===== config.mk =====
export PLATFORM = sky130hd
export DESIGN_NAME = alu_writeback
export DESIGN_NICKNAME = d
export VERILOG_FILES = /design/src/rtl/alu_writeback_pkg.sv /design/src/rtl/alu_writeback_wb_skid_buf.sv /design/src/rtl/alu_writeback.sv
export SDC_FILE = /design/constraint.sdc
export NUM_CORES = 1
export LEC_CHECK = 0
export ABC_AREA = 1
export BUFFER_PORTS_ARGS = -buffer_cell sky130_fd_sc_hd__buf_2
export CAP_MARGIN = 20
export CORE_ASPECT_RATIO = 0.5
export CORE_MARGIN = 2
export CORE_UTILIZATION = 25
export DETAILED_ROUTE_END_ITERATION = 7
export GPL_ROUTABILITY_DRIVEN = 0
export PLACE_DENSITY_LB_ADDON = 0.08
export SYNTH_ARGS = -nofsm -noshare
export SYNTH_HDL_FRONTEND = slang
export SYNTH_SLANG_ARGS = --single-unit

===== constraint.sdc =====
create_clock -name clk -period 5.43 [get_ports clk]
set_input_delay 0.543 -clock clk [delete_from_list [all_inputs] [get_ports clk]]
set_output_delay 0.543 -clock clk [all_outputs]
set_load 0.1 [all_outputs]

===== src/rtl/alu_writeback_pkg.sv =====
// rtl/alu_writeback_pkg.sv - shared opcode, flag and width definitions for the ALU writeback stage
package alu_writeback_pkg;

  localparam int DATA_W     = 16;
  localparam int REG_ADDR_W = 3;
  localparam int OPCODE_W   = 6;

  // Bit positions inside the {Z,N,C,O} flag nibble
  localparam int FLAG_Z = 3;
  localparam int FLAG_N = 2;
  localparam int FLAG_C = 1;
  localparam int FLAG_O = 0;

  // Legal opcode window is OP_ADD..OP_DEC; opcodes are compared as 8-bit values
  localparam logic [7:0] OP_ADD = 8'h0A;
  localparam logic [7:0] OP_MOV = 8'h10;
  localparam logic [7:0] OP_CMP = 8'h18;
  localparam logic [7:0] OP_TST = 8'h19;
  localparam logic [7:0] OP_INC = 8'h1A;
  localparam logic [7:0] OP_DEC = 8'h1B;

  typedef enum logic [1:0] {
    CLS_WRITE   = 2'd0,
    CLS_NOWRITE = 2'd1,
    CLS_ILLEGAL = 2'd2
  } op_class_e;

  // CMP/TST only produce flags; everything else inside the window writes a register
  function automatic op_class_e classify(input logic [7:0] op);
    if (op == OP_CMP || op == OP_TST)
      return CLS_NOWRITE;
    else if (op >= OP_ADD && op <= OP_DEC)
      return CLS_WRITE;
    else
      return CLS_ILLEGAL;
  endfunction

endpackage


===== src/rtl/alu_writeback_wb_skid_buf.sv =====
// rtl/alu_writeback_wb_skid_buf.sv - 2-entry skid FIFO holding packed {opcode,dest,result,flags} entries
module wb_skid_buf #(
  parameter int W = 29
) (
  input  logic         clk,
  input  logic         rst_n,
  input  logic         flush,
  input  logic         push,
  input  logic         pop,
  input  logic [W-1:0] push_data,
  output logic [W-1:0] head_data,
  output logic [W-1:0] second_data,
  output logic         head_valid,
  output logic         second_valid,
  output logic         ready
);

  logic [W-1:0] mem [2];
  logic         rd_ptr;
  logic         wr_ptr;
  logic [1:0]   cnt;
  logic         do_push;
  logic         do_pop;

  assign ready        = (cnt != 2'd2);
  assign head_valid   = (cnt != 2'd0);
  assign second_valid = (cnt == 2'd2);
  assign do_push      = push && ready;
  assign do_pop       = pop && head_valid;
  assign head_data    = mem[rd_ptr];
  assign second_data  = mem[~rd_ptr];

  // Pointer/count update; flush discards everything including a same-cycle push
  always_ff @(posedge clk or negedge rst_n) begin
    if (!rst_n) begin
      mem[0] <= '0;
      mem[1] <= '0;
      rd_ptr <= 1'b0;
      wr_ptr <= 1'b0;
      cnt    <= 2'd0;
    end else if (flush) begin
      rd_ptr <= 1'b0;
      wr_ptr <= 1'b0;
      cnt    <= 2'd0;
    end else begin
      if (do_push) begin
        mem[wr_ptr] <= push_data;
        wr_ptr      <= ~wr_ptr;
      end
      if (do_pop)
        rd_ptr <= ~rd_ptr;
      cnt <= cnt + {1'b0, do_push} - {1'b0, do_pop};
    end
  end

endmodule


===== src/rtl/alu_writeback.sv =====
// rtl/alu_writeback.sv - ALU writeback stage: skid buffer, regfile write handshake, flag register (option FLAG_FWD_EN)
module alu_writeback
  import alu_writeback_pkg::*;
#(
  parameter int DATA_W     = alu_writeback_pkg::DATA_W,
  parameter int REG_ADDR_W = alu_writeback_pkg::REG_ADDR_W,
  parameter int OPCODE_W   = alu_writeback_pkg::OPCODE_W
) (
  input  logic                     clk,
  input  logic                     rst_n,
  input  logic                     flush,
  input  logic                     in_valid,
  output logic                     in_ready,
  input  logic [OPCODE_W-1:0]      in_opcode,
  input  logic [REG_ADDR_W-1:0]    in_dest,
  input  logic [DATA_W-1:0]        in_result,
  input  logic [3:0]               in_flags,
  output logic                     wb_valid,
  input  logic                     wb_ready,
  output logic [REG_ADDR_W-1:0]    wb_addr,
  output logic [DATA_W-1:0]        wb_data,
  output logic [3:0]               flags_out,
  output logic [2**REG_ADDR_W-1:0] pending_mask,
  output logic                     illegal_op
);

  localparam int EW = OPCODE_W + REG_ADDR_W + DATA_W + 4;

  logic [EW-1:0]         head_data;
  logic [EW-1:0]         second_data;
  logic                  head_valid;
  logic                  second_valid;
  logic [OPCODE_W-1:0]   head_op;
  logic [REG_ADDR_W-1:0] head_dest;
  logic [DATA_W-1:0]     head_result;
  logic [3:0]            head_flags;
  logic [OPCODE_W-1:0]   second_op;
  logic [REG_ADDR_W-1:0] second_dest;
  op_class_e             head_cls;
  op_class_e             second_cls;
  logic                  retire;
  logic                  flag_upd;
  logic [3:0]            flag_reg;

  wb_skid_buf #(.W(EW)) u_buf (
    .clk          (clk),
    .rst_n        (rst_n),
    .flush        (flush),
    .push         (in_valid && !flush),
    .pop          (retire),
    .push_data    ({in_opcode, in_dest, in_result, in_flags}),
    .head_data    (head_data),
    .second_data  (second_data),
    .head_valid   (head_valid),
    .second_valid (second_valid),
    .ready        (in_ready)
  );

  assign {head_op, head_dest, head_result, head_flags} = head_data;
  assign second_op   = second_data[EW-1 -: OPCODE_W];
  assign second_dest = second_data[EW-OPCODE_W-1 -: REG_ADDR_W];

  assign head_cls   = classify(8'(head_op));
  assign second_cls = classify(8'(second_op));

  // Non-writing heads leave in their first head cycle; writes wait for the regfile
  assign wb_valid = head_valid && (head_cls == CLS_WRITE);
  assign retire   = head_valid && ((head_cls != CLS_WRITE) || wb_ready);
  assign flag_upd = retire && (head_cls != CLS_ILLEGAL) && (8'(head_op) != OP_MOV);
  assign wb_addr  = wb_valid ? head_dest   : '0;
  assign wb_data  = wb_valid ? head_result : '0;

  // Destinations of every buffered register-writing entry, for RAW stalls upstream
  always_comb begin
    pending_mask = '0;
    if (head_valid && head_cls == CLS_WRITE)
      pending_mask[head_dest] = 1'b1;
    if (second_valid && second_cls == CLS_WRITE)
      pending_mask[second_dest] = 1'b1;
  end

  // Architectural flags and the illegal-opcode pulse, both driven by retirement
  always_ff @(posedge clk or negedge rst_n) begin
    if (!rst_n) begin
      flag_reg   <= 4'b0000;
      illegal_op <= 1'b0;
    end else begin
      if (flag_upd)
        flag_reg <= head_flags;
      illegal_op <= retire && (head_cls == CLS_ILLEGAL);
    end
  end

`ifdef FLAG_FWD_EN
  assign flags_out = flag_upd ? head_flags : flag_reg;
`else
  assign flags_out = flag_reg;
`endif

endmodule


==> results.md <==
- Syn avg cell area: 7.524 µm²
- RSZ-0062 raised after global routing: false
- Post-synthesis mux area share: 0%
- Core Area: 13,480 µm²
- Pin count of the biggest net entering global routing: 68
- Cell Pwr Density: 711.9 nW/µm²
- Setup TNS: 0 ns
- Tightest Hold Check Type: input pin to register
- Routed Antenna Nets: 0
- Yosys warnings: 0
- Cell Chain, Critical Path: buf_4, inv_2, nand2_1, nand2_2, nand3_1, nand2_1, nand2_2, inv_2, nand3_2, clkinv_1, nand2_1, nand2_1, buf_2
- Async SR Flop Fraction: 100.0%
- Antenna diodes: 0
- Area contributors post-synth: dfrtp_1 (49%), nand2_1 (18%), o21ai_0 (9.2%)
- Die ar.: 14,700 µm²
- Adder-cell area share of the yosys netlist: 0.7310%
- GR Layer Usage met1: 16.46%
- Crit path launch: u_buf.rd_ptr
- Max FO, Critical Path: 39
- Yosys top cell area share: 48.98%
- CP max stage delay: 0.49 ns
- Fin crit share: 72.48%
- Highest clock rate: 254.1 MHz
- Dominant synthesized flop cell: dfrtp_1
- Utilization after layout: 31.54%
- Max-Cap Viols: 0
- GR Overflow Total: 0
- CTS tree: yes
- Final Skew: 0.004435 ns
- First-pass GRT wire length: 14,610 µm
- Clock Sink Count: 67
- Hold Fails Final Rpt: 0
- Via-to-Cell Ratio: 4.284
- Netlist Area Pre-Place: 3423 µm²
- Critical R2R Launch: u_buf.rd_ptr
- DR WL/cell: 12.47 µm
- Final nets: 552
- Slew Viols, Final: 0
- CTS Buffer Depth: 2
- Post-synth EDFFs: 0
- Most frequent cell after synthesis: nand2_1
- Status: complete, no violations
- Horiz. Die Dim: 169.5 µm
- Post-synthesis cell type count: 23
- Synthesized instance count: 455
- Compound-gate portion of the synthesized area: 13.85%
- Post-CTS resize count: 0
- CTS Buf Count: 9
- Area Growth Syn to Fin: 24.16%
- Simple-Gate Fraction of Synth Area: 26.68%
- #FFs+latches synth: 67
- Worst EP required: 4.89 ns
- Fin crit period: 3.936 ns
- Setup violators final: 0
- DP Wirelength: 5747 µm
- CP Launch Type: register
- Cell mode on critical path: nand2_1
- Relative slew slack: 40.70%
- Pleak: 2.268 nW
- Tightest Pin Transition: 0.8895 ns
- Layout cell share with drive strength beyond 1: 21.31%
- CP max-delay cell: inv_2
- XOR/XNOR share of the synthesized area: 0.5117%
- Syn Nets: 491
- Met3 Use GR: 3.699%
- Met2 global-route usage: 21.48%
- Pre-Repair DR Iteration Count: 4
- Post-CTS setup buffers: 0
- WP data arrival: 3.39 ns
- Vias in the first global route: 2,973
- Setup crit end kind: output port
- Initial Utilization: 25.40%
- Largest family of logic cells by synthesized area: simple AND/OR/NAND/NOR gates
- Top delay family on crit path: buffers and inverters
- H-tree lvl count: 3
- All-Layer GR Usage: 12.83%
- PortBufs: 67
- Clock transition at path regs: 0.05 ns
- 1st-iter DRT viols: 120
- Routed Wire Length: 8695 µm
- I/O pin total: 68
- Vias: 2,986
- Num rows: 30
- Die Y-Extent: 86.75 µm
- Crit Path Class: register to output port
- Busiest layer in global routing: met2
- Root Buffer: clkbuf_16
- Worst-Skew Late Latency: 0.33 ns
- # hold bufs at CTS: 0
- Top post-synthesis cells by count: nand2_1 (166), dfrtp_1 (67), o21ai_0 (63), inv_1 (50), nor2_1 (27)
- Hold Crit Start: flush
- Worst Path Buf+Inv: 5
- Initial antenna violation count: 0
- Sequential-to-total area share from yosys stat: 48.98%
- Drc violations: 0
- Area leader, netlist: dfrtp_1
- Peak supply drop: 178.0 µV
-- stage by stage --
stage,instance area (µm²),hold slack (ns),power (mW),std cells,setup WS [ns]
2_1_floorplan,3423,0.2474,2.138,455,2.236
3_3_place_gp,3881,0.4522,2.404,679,1.839
3_5_place_dp,3881,0.4586,2.406,679,1.748
4_1_cts,4210,0.3986,3.066,695,1.378
5_1_grt,4250,0.4060,3.266,697,1.087
6_report,4250,0.4148,3.026,697,1.494
-- cells in the final DEF, fill, tap and decap left out, types with 3 or more instances in the layout --
| master | Yosys | layout |
|---|---|---|
| a21oi_1 | 10 | 10 |
| a21oi_2 | 7 | 7 |
| buf_2 | 7 | 67 |
| clkbuf_16 | 0 | 9 |
| dfrtp_1 | 67 | 67 |
| inv_1 | 50 | 50 |
| nand2_1 | 166 | 164 |
| nand2_2 | 2 | 4 |
| nand3_1 | 13 | 13 |
| nand3_2 | 3 | 3 |
| nand4_1 | 6 | 6 |
| nor2_1 | 27 | 27 |
| nor2_2 | 3 | 3 |
| o211ai_1 | 4 | 4 |
| o21ai_0 | 63 | 63 |
| or2_2 | 4 | 4 |
-- area by class of cell --
class / count / area, µm²
fillers: 1460 / 9225
flip-flops and latches: 67 / 1677
multi-input cells: 314 / 1435
repair buffers: 71 / 390.4
clock buffers: 12 / 256.5
well taps: 176 / 220.2
inverters: 53 / 198.9
clock inverters: 4 / 72.57
-- layer usage --
metal  wire, µm  vias up  part of all wire, %
met5          0        -                    0
met4         91        0                  1.0
met3        346        7                  4.0
met2       3895       50                   45
met1       4361     1373                   50
li1           -     1556                    -
-- state kept, by name, indices dropped and copies added (netlist names) --
signal	flops
u_buf.wr_ptr	1
u_buf.mem	58
flags_out	4
u_buf.cnt	2
u_buf.rd_ptr	1
illegal_op	1
-- path summary, 6_finish.rpt --
kind / to / slack [ns] / cells after the start
setup / recovery: pending_mask[2] / 1.49 / 13
hold / removal: u_buf.cnt[0] / 0.41 / 2
setup reg to reg: u_buf.cnt[1] / 2.58 / 14
hold reg to reg: flags_out[1] / 0.47 / 2
max in group asynchronous: u_buf.mem[22] / 4.43 / 2
min in group asynchronous: u_buf.mem[41] / 0.43 / 2
-- power by group --
group,internal (mW),switching (mW)
combinational,0.333,1.21
sequential,0.709,0.132
clock,0.426,0.214
-- cell families after synthesis --
group	count (synthesis)
buf+inv	74
compound gates	86
xor+xnor	2
fa+ha+maj	2
simple gates	224
flops	67
No activity file was read; power rests on OpenSTA's default activity.
